`config.mk`:
```
export PLATFORM = sky130hd
export DESIGN_NAME = uart_rx
export DESIGN_NICKNAME = d
export VERILOG_FILES = /design/src/rtl/uart_rx.sv
export SDC_FILE = /design/constraint.sdc
export NUM_CORES = 1
export LEC_CHECK = 0
export ABC_AREA = 1
export CORE_MARGIN = 3
export CORE_UTILIZATION = 45
export CTS_BUF_LIST = sky130_fd_sc_hd__clkbuf_8
export CTS_CLUSTER_SIZE = 30
export DETAILED_ROUTE_END_ITERATION = 7
export PLACE_DENSITY = 0.67
export SLEW_MARGIN = 10
export SYNTH_ARGS = -nofsm -noshare
export SYNTH_HDL_FRONTEND = slang
export SYNTH_SLANG_ARGS = --single-unit
```
`constraint.sdc`:
```
create_clock -name clk -period 3.65 [get_ports clk]
set_input_delay 0.73 -clock clk [delete_from_list [all_inputs] [get_ports clk]]
set_output_delay 0.73 -clock clk [all_outputs]
set_load 0.005 [all_outputs]
```
`src/rtl/uart_rx.sv`:
```
// 8N1 UART receiver: 2-flop synchronizer, mid-bit sampling, done strobe.
// Define UART_RX_PARITY_EN for 8E1 frames with parity checking.
module uart_rx #(
    parameter int BIT_CNT_MAX = 9,
    parameter int MID_CNT     = BIT_CNT_MAX / 2
) (
    input  logic       clk,
    input  logic       rst_n,
    input  logic       rx_i,
    output logic [7:0] data_o,
    output logic       rx_done_o,
    output logic       frame_err_o,
    output logic       parity_err_o
);

    localparam logic [15:0] C_END = 16'(BIT_CNT_MAX);
    localparam logic [15:0] C_MID = 16'(MID_CNT);

`ifdef UART_RX_PARITY_EN
    typedef enum logic [5:0] {
        s_idle  = 6'b000001,
        s_start = 6'b000010,
        s_data  = 6'b000100,
        s_par   = 6'b001000,
        s_stop  = 6'b010000,
        s_done  = 6'b100000
    } state_t;
`else
    typedef enum logic [4:0] {
        s_idle  = 5'b00001,
        s_start = 5'b00010,
        s_data  = 5'b00100,
        s_stop  = 5'b01000,
        s_done  = 5'b10000
    } state_t;
`endif

    state_t      r_state;
    state_t      w_next;
    logic        r_sync1;
    logic        r_rx_s;
    logic        r_rx_s_d;
    logic [15:0] r_cnt;
    logic [2:0]  r_idx;
    logic [7:0]  r_shreg;
    logic        r_stop;
    logic        w_fall;
    logic        w_mid;
    logic        w_end;
    logic        w_shift;
    logic        w_latch_stop;
    logic        w_done;

    assign w_fall = ~r_rx_s & r_rx_s_d;
    assign w_mid  = (r_cnt == C_MID);
    assign w_end  = (r_cnt == C_END);

    always_ff @(posedge clk or negedge rst_n) begin
        if (!rst_n) begin
            r_sync1  <= 1'b1;
            r_rx_s   <= 1'b1;
            r_rx_s_d <= 1'b1;
        end else begin
            r_sync1  <= rx_i;
            r_rx_s   <= r_sync1;
            r_rx_s_d <= r_rx_s;
        end
    end

    always_ff @(posedge clk or negedge rst_n) begin
        if (!rst_n) r_state <= s_idle;
        else        r_state <= w_next;
    end

`ifdef UART_RX_PARITY_EN
    logic r_par;
    logic w_latch_par;
`endif

    always_comb begin
        w_next       = r_state;
        w_shift      = 1'b0;
        w_latch_stop = 1'b0;
        w_done       = 1'b0;
`ifdef UART_RX_PARITY_EN
        w_latch_par  = 1'b0;
`endif
        case (r_state)
            s_idle: begin
                if (w_fall) w_next = s_start;
            end
            s_start: begin
                // Line back high at mid-bit: treat as a glitch.
                if (w_mid && r_rx_s)  w_next = s_idle;
                else if (w_end)       w_next = s_data;
            end
            s_data: begin
                w_shift = w_mid;
                if (w_end && r_idx == 3'd7) begin
`ifdef UART_RX_PARITY_EN
                    w_next = s_par;
`else
                    w_next = s_stop;
`endif
                end
            end
`ifdef UART_RX_PARITY_EN
            s_par: begin
                w_latch_par = w_mid;
                if (w_end) w_next = s_stop;
            end
`endif
            s_stop: begin
                if (w_mid) begin
                    w_latch_stop = 1'b1;
                    w_next       = s_done;
                end
            end
            s_done: begin
                w_done = 1'b1;
                w_next = s_idle;
            end
            default: w_next = s_idle;
        endcase
    end

    always_ff @(posedge clk or negedge rst_n) begin
        if (!rst_n) begin
            r_cnt <= '0;
        end else if (r_state == s_idle || r_state == s_done ||
                     w_next != r_state || w_end) begin
            r_cnt <= '0;
        end else begin
            r_cnt <= r_cnt + 16'd1;
        end
    end

    always_ff @(posedge clk or negedge rst_n) begin
        if (!rst_n) begin
            r_idx   <= '0;
            r_shreg <= '0;
            r_stop  <= 1'b1;
        end else begin
            if (r_state != s_data) r_idx <= '0;
            else if (w_end)        r_idx <= r_idx + 3'd1;
            if (w_shift)      r_shreg <= {r_rx_s, r_shreg[7:1]};
            if (w_latch_stop) r_stop  <= r_rx_s;
        end
    end

    always_ff @(posedge clk or negedge rst_n) begin
        if (!rst_n) begin
            rx_done_o   <= 1'b0;
            data_o      <= '0;
            frame_err_o <= 1'b0;
        end else begin
            rx_done_o <= w_done;
            if (w_done) begin
                data_o      <= r_shreg;
                frame_err_o <= ~r_stop;
            end
        end
    end

`ifdef UART_RX_PARITY_EN
    always_ff @(posedge clk or negedge rst_n) begin
        if (!rst_n) begin
            r_par        <= 1'b0;
            parity_err_o <= 1'b0;
        end else begin
            if (w_latch_par) r_par <= r_rx_s;
            if (w_done)      parity_err_o <= ^r_shreg ^ r_par;
        end
    end
`else
    assign parity_err_o = 1'b0;
`endif

endmodule

```
### Word level (Yosys, flattened, before mapping)

Index checks and enable logic that the tools add are counted.

| word-level totals | value |
|---|---|
| bits in registers | 46 |
| bits of input ports | 3 |

| cells by class | value |
|---|---|
| $add $sub $neg | 2 |
| reduce and logical (&&, ||, !) cells | 6 |
| eq/ne operators | 10 |
| bitwise operators | 3 |
| muxes and demuxes | 13 |

Operator list:

| cell | count |
|---|---|
| $mux W5 | 5 |
| $pmux W5 S4 | 1 |
| $add A16 B1 Y16 const B | 1 |
| $eq A16 B3 Y1 const B | 1 |
| $eq A16 B4 Y1 const B | 1 |
| $mux W16 | 1 |
| $mux W3 | 2 |
| $eq A5 B1 Y1 const B | 1 |
| $eq A5 B2 Y1 const B | 1 |
| $eq A5 B3 Y1 const B | 1 |
| $eq A5 B4 Y1 const B | 1 |
| $eq A5 B5 Y1 const B | 1 |
| $ne A5 B3 Y1 const B | 1 |
| $ne A5 B5 Y1 | 1 |
| $mux W1 | 4 |
| $add A3 B1 Y3 const B | 1 |
| $eq A3 B3 Y1 const B | 1 |
| $logic_or A1 B1 Y1 | 3 |
| $logic_and A1 B1 Y1 | 2 |
| $not A1 Y1 | 2 |
| $reduce_bool A2 Y1 | 1 |
| $and A1 B1 Y1 | 1 |

### Logic depth before layout (Yosys ltp)

| depth | value |
|---|---|
| depth after elaboration | 8 |
| depth in mapped cells | 13 |
| mapped depth without buffers | 12 |

### Least setup slack after synthesis

OpenSTA, ideal clock, no wires.

| timing path | value |
|---|---|
| kind | register -> register |
| start | register r_cnt[0] |
| end | register r_cnt[10] |
| data arrival time | 1568 ps |
| path slack | 1958 ps |
| data required time | 3526 ps |
| cell stages (with the launch flop) | 13 |
| path buffers | 1 |
| path through | dfrtp_1 -> inv_1 -> ha_1 -> nand3_2 -> nor2_4 -> nand2_4 -> nand2_1 -> nand2_2 -> nor2_1 -> nor2_4 -> nand2_4 -> buf_12 -> nor2_4 |

| between the ends | value |
|---|---|
| cells in the longest elaborated chain, start to end | 8 |

RTL lines:

| element | line | source |
|---|---|---|
| from (decl) | 43 | `logic [15:0] r_cnt;` |
| from (signal assigned) | 134 | `r_cnt <= r_cnt + 16'd1;` |
| $eq A16 B4 Y1 or $eq A16 B3 Y1 (tied branches) | 56, 55 |  |
| $mux W5 (tied with other cells) | 95 | `else if (w_end) w_next = s_data;` |
| $mux W5 (on tied branches) | 94, 99 |  |
| $pmux W5 S4 * | 88 | `case (r_state)` |
| net w_next[3] | 39 | `state_t w_next;` |
| $ne A5 B5 Y1 * | 131 | `w_next != r_state \|\| w_end) begin` |
| $logic_or A1 B1 Y1 * | 130 | `end else if (r_state == s_idle \|\| r_state == s_done \|\|` |
| $logic_or A1 B1 Y1 * | 131 |  |
| $mux W16 * | 130 |  |

Mark *: on every way through the listed nets, which the timed path passes. The rest lies on a longest branch.
A chain may end at the register's enable or synchronous reset.

### Worst setup path in the final report

| timing path | value |
|---|---|
| start | register r_cnt[0] |
| end | register r_cnt[4] |

| between the ends | value |
|---|---|
| cells in the longest elaborated chain, start to end | 8 |

RTL lines:

| element | line |
|---|---|
| $eq A16 B4 Y1 or $eq A16 B3 Y1 (tied branches) | 56, 55 |
| $mux W5 (tied with other cells) | 95 |
| $mux W5 (on tied branches) | 94, 99 |
| $pmux W5 S4 | 88 |
| $ne A5 B5 Y1 | 131 |
| $logic_or A1 B1 Y1 | 130 |
| $logic_or A1 B1 Y1 | 131 |
| $mux W16 * | 130 |

Mark *: on every way between the ends. The rest lies on a longest branch, timed or not.

==> metrics.txt <==
status finished clean; setup ws final roughly 1.7 ns; die width 78.59 um; min Tclk post-route 1.953 ns; Diodes inserted 0; DRC violations left 0; Worst Tran Pin Value between 0.9 and 1 ns; nets@finish 281; worst hold endpoint r_rx_s; max frequency 512.1 MHz; H-tree levels 2; critical path arrival between 2 and 2.5 ns; CP Launch Type register; Peak VDD IR 264.6 uV; Post-CTS Setup Bufs 0; Site Rows 25; drt via density 4.710; Skew-Pair Late Insertion Delay approximately 0.30 ns; filler instances around 480; Hold WC Path Type reg -> reg; total CTS buffers 5; LEAKAGE 1.145 nW; Reg2Reg Capture Point r_cnt[4]; root buf cell clkbuf_8; Clock Sinks 46; Synth Instances between 200 and 300; commonest cells after routing, fill and taps aside nand2_1 (45), dfrtp_1 (41), inv_1 (31); DIE AREA approximately 6200 um2; Setup crit end kind register; TNS Setup 0 ns; slew margin rel. 33.37%; Synth Area per Inst 9.190 um2; # IOs 14; vias in the first global route around 1.6k; Yosys warnings 0; critical-path cell list inv_1, ha_1, nand3_2, nor2_4, nand2_4, nor2_2, nor2_1, o21bai_2, nor2_2, nand2_4, nor2_1; synth-to-layout area growth 10.50%; IO Port Bufs 12; first-pass GRT wire length around 7300 um; clk_skew 0.01570 ns; Max-Cap Viols 0; final hold viol count 0; gpl congestion 0.8537; initial cell density of the core 48.28%; grt total ovfl 0; fin crit share 53.50%; GRT Overall Usage 15.19%; RSZ-0062 raised after global routing false; largest net degree at the start of global routing 47; pre-CTS WS 1.710 ns; Max Slew Vio Count 0; hold buffer count at cts 0; CTS resizes 0; mean routed wirelength per cell 11.77 um; Hold Path Stages 0; Post-Synthesis Net Count 266; post-layout util 53.35%; Data required, critical path 3.82 ns; via count 1606; Worst R2R Setup Slack 1.70 ns; Reg clk slew, reported paths 0.09 ns; commonest non-fill, non-tap cell in the layout nand2_1; Antenna Nets Post-Route 0; PD cells 421.5 nW/um2; R2R depth 11; Die Y 78.59 um; CTS Buffer Depth 2; final wirelength 4013 um; share of cells above drive strength 1 20.07%; sequential area share after synthesis 48.81%; slowest CP cell dfrtp_1; Critical Path Max Stage Delay 0.43 ns; synthesized flop and latch total 46; Core ar. 4911 um2; drt initial violations 103; Pre-antenna DRT Iters 4; worst reg2reg startpoint r_cnt[0]; CTS tree built; Syn Std Cell Area 2371 um2; antenna violations before repair 0; final-report setup violation count 0; final hold slack roughly 0.36 ns; CP max FO 16; Worst Hold Launch r_sync1; post-DP HPWL 2946 um; CP Class reg -> reg; Distinct cells, synth 31
## metrics by stage
stage                     power [mW]  instance area (um2)  instances
final                          1.104                 2620        341
after global routing           1.164                 2620        341
after CTS                      1.122                 2620        341
after detailed placement      0.8146                 2534        333
after global placement        0.8096                 2534        333
after floorplan               0.7971                 2371        258
## worst max-delay path by stage
stage          slack [ns]   endpoint  depth (start not counted)     start
5_1_grt              1.58   r_cnt[4]                         11  r_cnt[0]
3_5_place_dp         1.71   r_cnt[0]                         11  r_cnt[0]
2_1_floorplan        1.96  r_cnt[10]                         12  r_cnt[0]
4_1_cts              1.67   r_cnt[4]                         11  r_cnt[0]
3_3_place_gp         1.75   r_cnt[4]                         11  r_cnt[0]
6_report             1.70   r_cnt[4]                         11  r_cnt[0]
## registers in the layout, summed over array words and instances, names as in the netlist
| signal | cells |
|---|---|
| data_o | 8 |
| r_sync1 | 1 |
| r_state | 5 |
| r_rx_s | 1 |
| r_rx_s_d | 1 |
| r_shreg | 8 |
| frame_err_o | 1 |
| r_stop | 1 |
| r_idx | 3 |
| rx_done_o | 1 |
| r_cnt | 16 |
## routing by layer
layer / GRT usage (%) / vias up / wire, um
li1: - / 836 / -
met2: 23.94 / 21 / 1869
met5: 0 / - / 0
met3: 3.211 / 4 / 107
met4: 5.594 / 0 / 42
met1: 20.61 / 745 / 1994
## area by class of cell
| cell class | instances | area [um2] | area share [%] |
|---|---|---|---|
| flip-flops and latches | 46 | 1157 | 44.17 |
| clock buffers | 5 | 68.82 | 2.627 |
| well taps | 67 | 83.83 | 3.200 |
| inverters | 36 | 135.1 | 5.158 |
| repair buffers | 12 | 115.1 | 4.393 |
| multi-input cells | 172 | 1042 | 39.78 |
| clock inverters | 3 | 17.52 | 0.6686 |
## synthesized netlist by cell type
cell,count,area (um2)
buf_12,1,20.02
buf_2,1,5.000
buf_4,1,7.510
clkbuf_1,1,3.750
conb_1,1,3.750
dfrtp_1,41,1026
dfstp_2,5,131.4
ha_1,5,62.56
inv_1,30,112.6
inv_2,6,22.52
mux2_2,1,11.26
nand2_1,45,168.9
nand2_2,6,37.54
nand2_4,2,22.52
nand3_1,17,85.08
nand3_2,2,20.02
nand4_1,3,18.77
nor2_1,23,86.33
nor2_2,7,43.79
nor2_4,13,146.4
nor2_8,1,20.02
nor3_1,3,15.01
nor3_2,2,20.02
nor3_4,1,16.27
nor4_1,6,37.54
o21ai_0,18,90.09
o21ai_1,1,5.000
o21bai_2,1,11.26
o22ai_1,1,6.260
xnor2_1,2,17.52
xor2_1,11,96.34
## cell families (layout without fill, tap and decap cells)
group | count (synthesis) | after routing | share of synthesized area, %
other | 1 | 1 | 0.1582
multiplexers | 1 | 1 | 0.4749
buffers and inverters | 40 | 56 | 7.229
AND/OR/NAND/NOR | 131 | 131 | 31.13
AO/OA/AOI/OAI | 21 | 21 | 4.749
XOR/XNOR | 13 | 13 | 4.802
flip-flops | 46 | 46 | 48.81
adder cells (fa/ha/maj) | 5 | 5 | 2.639
## critical path, delay by kind of cell (launching register included)
| kind | cells | cell delay [ns] |
|---|---|---|
| flip-flops | 1 | 0.43 |
| buffers and inverters | 1 | 0.11 |
| adder cells (fa/ha/maj) | 1 | 0.17 |
| AO/OA/AOI/OAI | 1 | 0.14 |
| AND/OR/NAND/NOR | 8 | 0.96 |
## where the power goes
part / total (mW) / leakage (nW) / switching (mW) / internal (mW)
sequential: 0.549 / 0.623 / 0.0146 / 0.534
clock: 0.305 / 0.0493 / 0.172 / 0.133
combinational: 0.251 / 0.473 / 0.184 / 0.0667
total: 1.10 / 1.15 / 0.371 / 0.733
(Power assumes the default switching activity.)
==> patch (same flow settings) <==
Compare `r_cnt` against `C_MID` with >= in place of ==.
--- a/src/rtl/uart_rx.sv
+++ b/src/rtl/uart_rx.sv
@@ -53,5 +53,5 @@
 
     assign w_fall = ~r_rx_s & r_rx_s_d;
-    assign w_mid  = (r_cnt == C_MID);
+    assign w_mid  = (r_cnt >= C_MID);
     assign w_end  = (r_cnt == C_END);
 
Check against the original RTL: no difference found for any inputs over 10 cycles, from zero or initial values and one cycle with rst_n low; that may be too few to reach the edited logic, so the function may still have changed.
==> patch against the original RTL <==
- synthesized area shrank 7.9%
- sequential share of layout area grew 2.6 points
- worst setup slack gained 27 ps
- sequential cell count is the same
- synthesized cell count shrank 3.5%
- total power grew 5.4%
- cell area shrank 5.5%
- wire length shrank 12%
- highest routed layer unchanged
==> patch: results <==
group,metric,value,unit
outcome,status,"completed",
global_route,grt_pass1_wl,6.630,mm
detailed_routing,detail_route.wirelength,3.549,mm
setup_path,timing.rr.end,"r_cnt[2]",
global_route,grtUsageMet3,4.354,%
setup_path,crit_path_max_fanout,16,
cells_and_area,drive_gt1_share,13.21,%
global_route,grt_pass1_vias,1520,
detailed_routing,drt_iter0_markers,108,
timing,worst_slew_pin_slew,996.5,ps
global_route,grt.met2_usage,24.54,%
cts,cts_root_buffer,"clkbuf_8",
placement,gp_congestion,0.7807,
detailed_routing,drt-met1-wl,1.792,mm
timing,finalClockSkew,9.194,ps
power,vdd_ir_drop_max,241.7,uV
synthesis,syn_nets,257,
detailed_routing,routed.top_layer,"met4",
synthesis,synth_fa_ha_area_share,2.865,%
detailed_routing,wl_met2,1.602,mm
synthesis,ys_top_cells_by_count,"nand2_1, dfrtp_1, inv_1",
timing,worst_slack,1724,ps
global_route,grt_usage,15.02,%
global_route,use_met1,19.80,%
power,p_leak,1.137,nW
setup_path,cp_slowest_stage_delay,380,ps
placement,port_buffers,12,
placement,dp_hpwl,2.496,mm
synthesis,synth_compound_area_share,5.673,%
power,combPwrFrac,14.9,%
power,p_seq,0.547,mW
synthesis,synthMuxAreaShare,0.5158,%
synthesis,synth_xor_area_share,5.215,%
cells_and_area,fin_nets,272,
cts,cts-buffers-inserted,5,
detailed_routing,vias_per_cell,4.918,
power,powerDensity,470.5,nW/um^2
setup_path,arrival,2100,ps
placement,dp.cells,309,
synthesis,synth_area_leaders,"dfrtp_1, nand2_1, dfstp_2, inv_1, nor2_1",
timing,whs,358.7,ps
detailed_routing,wl_per_cell,11.20,um
placement,place_area,2337,um^2
synthesis,ys_seq_area_share,53.01,%
power,swShare,26.91,%
detailed_routing,wl_met3,108,um
synthesis,synth_cells,249,
synthesis,ys_types,26,
-- patch: cell types whose count changed in the layout (fill, tap and decap cells not counted), moves of 3 or more --
cell	delta
nor2_2	+4
nand4_1	+3
nand2_1	+8
nor2_4	-11
nand2_2	-3
nor3_1	+4
nor4_1	-6
inv_2	-4
-- patch: cell type report --
class / count / area [um^2]
flip-flops and latches: 46 / 1157
clock buffers: 5 / 68.82
multi-input cells: 166 / 875.8
clock inverters: 3 / 68.82
well taps: 52 / 65.06
fillers: 420 / 2029
inverters: 33 / 123.9
repair buffers: 12 / 115.1
-- patch: worst min path at each step --
| stage | end | cells past startpoint | from |
|---|---|---|---|
| 3_3_place_gp | r_rx_s | 0 | r_sync1 |
| 4_1_cts | r_rx_s | 0 | r_sync1 |
| 2_1_floorplan | r_rx_s | 0 | r_sync1 |
| 5_1_grt | r_rx_s | 0 | r_sync1 |
| 6_report | r_rx_s | 0 | r_sync1 |
| 3_5_place_dp | r_rx_s | 0 | r_sync1 |
